File: src/rtl/gshare_branch_predictor_pkg.sv
// Shared types for the fetch-stage branch predictor: 2-bit counter states and the BTB entry layout.
package gshare_branch_predictor_pkg;

    typedef enum logic [1:0] {
        CTR_SNT = 2'b00,
        CTR_WNT = 2'b01,
        CTR_WT  = 2'b10,
        CTR_ST  = 2'b11
    } ctr_t;

    localparam ctr_t CTR_RESET = CTR_WNT;

    // Widest tag any legal BTB size needs (2 entries -> pc[31:3]); narrower tags are zero-extended.
    localparam int TAG_MAX_W = 29;

    typedef struct packed {
        logic                 valid;
        logic [TAG_MAX_W-1:0] tag;
        logic [31:0]          target;
        logic                 is_jump;
    } btb_entry_t;

    function automatic ctr_t ctr_next(input ctr_t c, input logic taken);
        ctr_t n;
        n = c;
        if (taken && c != CTR_ST)
            n = ctr_t'(c + 2'd1);
        else if (!taken && c != CTR_SNT)
            n = ctr_t'(c - 2'd1);
        return n;
    endfunction

endpackage

File: src/rtl/branch_target_buffer.sv
// Direct-mapped branch target buffer: combinational read, synchronous write, async active-low clear.
module branch_target_buffer
    import gshare_branch_predictor_pkg::*;
#(
    parameter  int ENTRIES = 32,
    localparam int IDX_W   = $clog2(ENTRIES),
    localparam int TAG_W   = 30 - IDX_W
) (
    input  logic             clk,
    input  logic             reset,
    input  logic [IDX_W-1:0] rd_idx,
    input  logic [TAG_W-1:0] rd_tag,
    output logic             hit,
    output logic [31:0]      target,
    output logic             is_jump,
    input  logic             wr_en,
    input  logic [IDX_W-1:0] wr_idx,
    input  logic [TAG_W-1:0] wr_tag,
    input  logic [31:0]      wr_target,
    input  logic             wr_is_jump
);

    btb_entry_t mem [ENTRIES];
    btb_entry_t rd_entry;
    btb_entry_t wr_entry;

    assign rd_entry = mem[rd_idx];
    assign hit      = rd_entry.valid && (rd_entry.tag == TAG_MAX_W'(rd_tag));
    assign target   = rd_entry.target;
    assign is_jump  = rd_entry.is_jump;

    assign wr_entry.valid   = 1'b1;
    assign wr_entry.tag     = TAG_MAX_W'(wr_tag);
    assign wr_entry.target  = wr_target;
    assign wr_entry.is_jump = wr_is_jump;

    // A write always replaces the slot, even when it holds a different tag.
    always_ff @(posedge clk or negedge reset) begin
        if (!reset) begin
            for (int i = 0; i < ENTRIES; i++)
                mem[i] <= '0;
        end else if (wr_en) begin
            mem[wr_idx] <= wr_entry;
        end
    end

endmodule

File: src/rtl/gshare_branch_predictor.sv
// Fetch-stage next-PC predictor: 2-bit PHT plus direct-mapped BTB, trained non-speculatively from EX.
// Define BPRED_GSHARE_EN for gshare (PC xor GHR) indexing; otherwise the PHT is bimodal with no GHR.
module gshare_branch_predictor
    import gshare_branch_predictor_pkg::*;
#(
    parameter int BTB_ENTRIES = 32,
    parameter int GHR_WIDTH   = 5
) (
    input  logic                 clk,
    input  logic                 reset,
    input  logic [31:0]          pc,
    output logic [31:0]          predicted_pc,
    output logic [GHR_WIDTH-1:0] lookup_ghr,
    input  logic                 update_valid,
    input  logic                 update_is_branch,
    input  logic [31:0]          update_pc,
    input  logic                 update_taken,
    input  logic [31:0]          update_target,
    input  logic [GHR_WIDTH-1:0] update_ghr
);

    localparam int IDX         = $clog2(BTB_ENTRIES);
    localparam int PHT_ENTRIES = 1 << GHR_WIDTH;

    ctr_t                 pht [PHT_ENTRIES];
    logic [GHR_WIDTH-1:0] ghr;
    logic [GHR_WIDTH-1:0] lk_idx;
    logic [GHR_WIDTH-1:0] up_idx;
    logic                 btb_hit;
    logic                 btb_is_jump;
    logic [31:0]          btb_target;
    logic                 pred_taken;
    logic                 unused_bits;

`ifdef BPRED_GSHARE_EN
    // History advances only on resolved branches, so the GHR is never repaired.
    always_ff @(posedge clk or negedge reset) begin
        if (!reset)
            ghr <= '0;
        else if (update_valid && update_is_branch)
            ghr <= {ghr[GHR_WIDTH-2:0], update_taken};
    end

    assign lk_idx      = pc[GHR_WIDTH+1:2] ^ ghr;
    assign up_idx      = update_pc[GHR_WIDTH+1:2] ^ update_ghr;
    assign unused_bits = ^update_pc[1:0];
`else
    assign ghr         = '0;
    assign lk_idx      = pc[GHR_WIDTH+1:2];
    assign up_idx      = update_pc[GHR_WIDTH+1:2];
    assign unused_bits = ^{update_pc[1:0], update_ghr};
`endif

    assign lookup_ghr = ghr;

    always_ff @(posedge clk or negedge reset) begin
        if (!reset) begin
            for (int i = 0; i < PHT_ENTRIES; i++)
                pht[i] <= CTR_RESET;
        end else if (update_valid && update_is_branch) begin
            pht[up_idx] <= ctr_next(pht[up_idx], update_taken);
        end
    end

    branch_target_buffer #(.ENTRIES(BTB_ENTRIES)) u_btb (
        .clk        (clk),
        .reset      (reset),
        .rd_idx     (pc[IDX+1:2]),
        .rd_tag     (pc[31:IDX+2]),
        .hit        (btb_hit),
        .target     (btb_target),
        .is_jump    (btb_is_jump),
        .wr_en      (update_valid && update_taken),
        .wr_idx     (update_pc[IDX+1:2]),
        .wr_tag     (update_pc[31:IDX+2]),
        .wr_target  (update_target),
        .wr_is_jump (!update_is_branch)
    );

    // Lookup reads pre-update state; a same-cycle update becomes visible next cycle.
    assign pred_taken   = btb_hit && (btb_is_jump || pht[lk_idx][1]);
    assign predicted_pc = pred_taken ? btb_target : pc + 32'd4;

endmodule

File: config.mk
export PLATFORM = sky130hd
export DESIGN_NAME = gshare_branch_predictor
export DESIGN_NICKNAME = d
export VERILOG_FILES = /design/src/rtl/gshare_branch_predictor_pkg.sv /design/src/rtl/branch_target_buffer.sv /design/src/rtl/gshare_branch_predictor.sv
export SDC_FILE = /design/constraint.sdc
export NUM_CORES = 2
export LEC_CHECK = 0
export CAP_MARGIN = 0
export CORE_MARGIN = 4
export CORE_UTILIZATION = 40
export CTS_CLUSTER_DIAMETER = 100
export DETAILED_ROUTE_END_ITERATION = 12
export PLACE_DENSITY = 0.65
export SLEW_MARGIN = 20
export SYNTH_ARGS = -nofsm -noshare
export SYNTH_HDL_FRONTEND = slang
export SYNTH_SLANG_ARGS = --single-unit
File: constraint.sdc
create_clock -name clk -period 14.62 [get_ports clk]
set_clock_uncertainty 0.2 [all_clocks]
set_input_delay 2.924 -clock clk [delete_from_list [all_inputs] [get_ports clk]]
set_output_delay 2.924 -clock clk [all_outputs]
set_load 0.005 [all_outputs]
-- Word level (Yosys, flattened, before mapping)
Cells that the tools add are included.
Widths: inputs -> output; s select.
- bits in registers: 2080
- input port bits: 106
- word-level logic and storage cells: 200
- $add $sub $neg: 3
- order comparisons: 3
- eq/ne operators: 2
- muxes and demuxes: 19
- bitwise gates (word level): 2
- reduce and logical (&&, ||, !) cells: 11
- operator list (cell ; count):
    $bwmux 2016 ; 1
    $bmux 63 s5 ; 1
    $demux 63 s5 ; 1
    $mux 63 ; 3
    $bwmux 64 ; 1
    $add 32x3->32 const B ; 1
    $mux 32 ; 1
    $eq 29x25->1 ; 1
    $bmux 2 s5 ; 2
    $mux 2 ; 8
    $ge 6x6->1 const B ; 2
    $not 5->6 ; 2
    $demux 2 s5 ; 1
    $logic_and 1x1->1 ; 7
    $lt 6x1->1 const B ; 1
    $add 2x1->2 const B ; 1
    $logic_not 1->1 ; 2
    $ne 2x2->1 const B ; 1
    $reduce_bool 2->1 ; 1
    $sub 2x1->2 const B ; 1
    $logic_or 1x1->1 ; 1

-- Logic depth before layout (Yosys ltp)
- depth after elaboration: 10
- gate-level depth with buffers: 17
- mapped depth without buffers: 10

-- Cells and area by module
A second synthesis with hierarchy kept.
- cells, all modules: 5728
- area total of the unflattened synthesis: 89832.4 um^2
- modules (own cells, without submodules) (module ; times used ; cells an instance ; area an instance (um^2) ; sequential area each (um^2)):
    branch_target_buffer ; 1 ; 5284 ; 85285.5 ; 47245.3
    gshare_branch_predictor ; 1 ; 444 ; 4546.9 ; 1641.6

-- Least setup slack after synthesis
Ideal clock, no wire load.
- kind: input to output
- start point: in pc[3]
- end point: out predicted_pc[1]
- data arrival time: 6.204 ns
- required time: 11.496 ns
- slack: 5.292 ns
- stages: 16
- cells stage by stage: buf_2 -> buf_2 -> buf_4 -> buf_2 -> buf_2 -> buf_1 -> mux4_2 -> nand2_1 -> o21ai_0 -> o31ai_1 -> xor2_1 -> nand3_1 -> or4_1 -> buf_2 -> buf_6 -> mux2_4
- cells in the longest elaborated chain, start to end: 8
- elaborated cells on any way between the ends: 12
- classes of those cells: eq/ne: 1; mux: 7; bitwise: 1; reduce/logical: 3
- RTL lines (item ; line ; RTL):
    start, declared ; gshare_branch_predictor.sv:11 ; input logic [31:0] pc,
    $not 5->6 (implied by the code) * ; branch_target_buffer.sv:27, gshare_branch_predictor.sv:81 ;
    $bmux 63 s5 ; branch_target_buffer.sv:27 ; assign rd_entry = mem[rd_idx];
    $mux 63 (implied by the code) (2 in series) ; branch_target_buffer.sv:27 ;
    $eq 29x25->1 ; branch_target_buffer.sv:28 ; assign hit = rd_entry.valid && (rd_entry.tag == TAG_MAX_W'(rd_tag));
    $logic_and 1x1->1 ; branch_target_buffer.sv:28 ;
    $logic_and 1x1->1 ; gshare_branch_predictor.sv:81 ; assign pred_taken = btb_hit && (btb_is_jump || pht[lk_idx][1]);
    $mux 32 * ; gshare_branch_predictor.sv:82 ; assign predicted_pc = pred_taken ? btb_target : pc + 32'd4;
    end, declared ; gshare_branch_predictor.sv:12 ; output logic [31:0] predicted_pc,
Every way passes the cells marked *; elsewhere a longest branch is shown, timed or not. The select of a mux whose other input is x is not followed.

-- Worst setup path after layout
- start point: in pc[3]
- end point: out predicted_pc[26]
- cells in the longest elaborated chain, start to end: 8
- elaborated cells on any way between the ends: 13
- classes of those cells: add/sub: 1; eq/ne: 1; mux: 7; bitwise: 1; reduce/logical: 3
- RTL lines (item ; line):
    $not 5->6 (implied by the code) ; branch_target_buffer.sv:27, gshare_branch_predictor.sv:81
    $bmux 63 s5 ; branch_target_buffer.sv:27
    $mux 63 (implied by the code) (2 in series) ; branch_target_buffer.sv:27
    $eq 29x25->1 ; branch_target_buffer.sv:28
    $logic_and 1x1->1 ; branch_target_buffer.sv:28
    $logic_and 1x1->1 ; gshare_branch_predictor.sv:81
    $mux 32 * ; gshare_branch_predictor.sv:82
Marked as above.

==> results.md <==
* GPL Wtd Cong at 0.863
* Post-DP Area at 93800 um^2
* Synth cell types at 54
* Core area at between 200000 and 250000 um^2
* Clk slew on worst S/H paths at 0.06 ns
* Hold slack at around 0.27 ns
* Final Hold Fails at 0
* Initial Util at 40.3%
* Share of layout cells above drive strength 1 at about 16%
* Number of port buffers at between 100 and 150
* Vias in the first global route at 69400
* Chip Width at 481 um
* Final ANT Viol Nets at 0
* P_leak at 51.4 nW
* Largest net degree at the start of global routing at 169
* CTS tree: built
* Post-CTS Resized at 0
* Crit end category: primary output
* Final WL at 322000 um
* Total iterations of the first detailed-routing run at 7
* First-pass GRT wire length at 471000 um
* Sequential area share after synthesis at 54.5%
* Commonest non-fill, non-tap cell in the layout: nand2_1
* Commonest non-fill, non-tap cells in the layout: nand2_1 (4864), dfrtp_1 (1920), mux4_2 (497)
* Syn Std Cell Area at 89700 um^2
* Num CTS Buffers at 193
* Share of flip-flops with an asynchronous set or reset at between 90% and 100%
* WP buf/inv at 4
* Crit Path Max Fanout at 90
* Arrival time at the worst endpoint at 9.02 ns
* Fin nets at 8941
* Setup TNS at 0 ns
* Synthesized instance count at approximately 9100
* Worst setup path category: in -> out
* Overflow after GRT at 0
* Post-CTS repair timing setup buffer count at 0
* Rel. slew slack at 15.9%
* All-Layer GR Usage at 27.5%
* Post-DR wirelength/cell at 26.9 um
* Cells along the critical path: buf_8 > buf_12 > buf_4 > ha_1 > and3_1 > and3_1 > nand4_1 > nor2_1 > and2_1 > nand3_1 > xor2_1 > mux2i_1 > clkdlybuf4s50_1
* Max-slew violation count at 0
* Crit-path max cell delay at 0.99 ns
* DRC at 0
* Yosys synthesis warning count at 0
* Rows at 173
* Maximum clock frequency at 82.3 MHz
* Synthesized area per cell at 9.91 um^2
* R2R setup slack at 11.21 ns
* Post-DP HPWL at 175000 um
* Post-synth EDFFs at 0
* Seq cells post-synth at about 2000
* Critical path launch point type: input port
* CP required at about 12 ns
* HP Class: reg -> reg
* Peak supply drop at about 0.12 mV
* Unrepaired setup endpoints after global routing: no
* CP max-delay cell: buf_4
* Starting DRC count in detailed routing at between 10000 and 15000
* Family with the most delay on the worst path: buffers and inverters
* Fin crit share at between 80 and 90%
* Non-Filler Cell Area, Final at 100000 um^2
* Max-capacitance violation count at 0
* Status: finished, final reports clean
* Fin crit period at 12.15 ns
* H-tree levels at 4
* Top FF cell, synth: dfrtp_1
* Clk_lat worst skew at between 0.8 and 0.9 ns
* Power per Cell Area at 134 nW/um^2
* Crit path top cell by count: and3_1
* Io pins at 143
* Worst-Margin Slew at 1.26 ns
* Clock sinks at ~2000
* Layout area overhead at 12.0%
* Die ar. at 232000 um^2
* Layout fillers at 20400
* Via count at 70000
* Worst-case clock buffer depth at 3
* CTS Root Cell: clkbuf_16
* Via density per instance at between 5 and 6
* Final setup violation count at 0
* Hold-fix buffers, CTS at 0
* Die H at 481 um
* Initial antenna violation count at 16
stage by stage:
stage / total power [mW] / setup slack (ns) / utilization (%) / instances
after detailed placement: 8.29 / 2.69 / 42.1 / 11600
after global routing: 14.0 / 2.48 / 45.1 / 12000
after global placement: 8.18 / 2.20 / 42.1 / 11600
after CTS: 13.5 / 2.66 / 45.1 / 12000
final: 13.5 / 2.47 / 45.1 / 12000
after floorplan: 7.65 / 5.29 / - / 9056
power by group:
group	switching [mW]	internal (mW)	total, mW
clock	2.23	3.03	5.26
sequential	0.375	6.12	6.50
combinational	0.943	0.786	1.73
area by class of cell:
cell class | count | area [um^2] | share of cell area (%)
clock inverters | 71 | 910 | 0.906
repair buffers | 307 | 2790 | 2.78
flip-flops and latches | 1952 | 48900 | 48.7
clock buffers | 285 | 5750 | 5.72
inverters | 5 | 21.3 | 0.0212
well taps | 2975 | 3720 | 3.71
multi-input cells | 6373 | 38300 | 38.2
diodes | 10 | 25.0 | 0.0249
worst paths after layout:
| path | endpoint | from | depth (start not counted) |
|---|---|---|---|
| worst max-delay path | predicted_pc[26] | pc[3] | 13 |
| worst min-delay path | u_btb.mem[1511] | u_btb.mem[1511] | 1 |
| worst max register to register | pht[39] | pht[27] | 8 |
| worst min register to register | u_btb.mem[1511] | u_btb.mem[1511] | 1 |
| max in group asynchronous | u_btb.mem[1164] | reset | 4 |
| min in group asynchronous | u_btb.mem[1954] | reset | 1 |
metal layers:
layer | up-vias | global-route usage (%) | wire (um)
met1 | 35500 | 36.7 | 121000
li1 | 28900 | - | -
met3 | 1014 | 7.50 | 40000
met2 | 4680 | 41.6 | 142000
met4 | 8 | 13.7 | 19000
met5 | - | 0 | 54
cells by family (layout without fill, tap and decap cells):
kind of cell             after synthesis  count (layout)  share of synthesized area, %
buffers and inverters                731             668                          3.31
adder cells (fa/ha/maj)                3               3                        0.0419
other                                  1              15                       0.00418
multiplexers                         954             954                          18.0
flip-flops                          1952            1952                          54.5
AND/OR/NAND/NOR                     5123            5123                          21.8
AO/OA/AOI/OAI                        238             238                          1.79
XOR/XNOR                              50              50                         0.488
flip-flops by register name, summed over array words and instances, names as in the netlist:
name / count
pht: 64
u_btb.mem: 1888
cell usage after synthesis, drive strengths merged, types with 31 or more instances:
master / instances / area, um^2
a21oi: 31 / 155
dfstp: 32 / 841
dfrtp: 1920 / 48000
mux2i: 154 / 1540
nand2b: 33 / 206
o221ai: 32 / 280
o21ai: 62 / 310
mux2: 303 / 3420
nor2: 83 / 312
a22oi: 42 / 315
clkbuf: 559 / 2100
nand2: 4896 / 18400
buf: 167 / 848
mux4: 497 / 11200
Power figures use the tool's default switching activity.
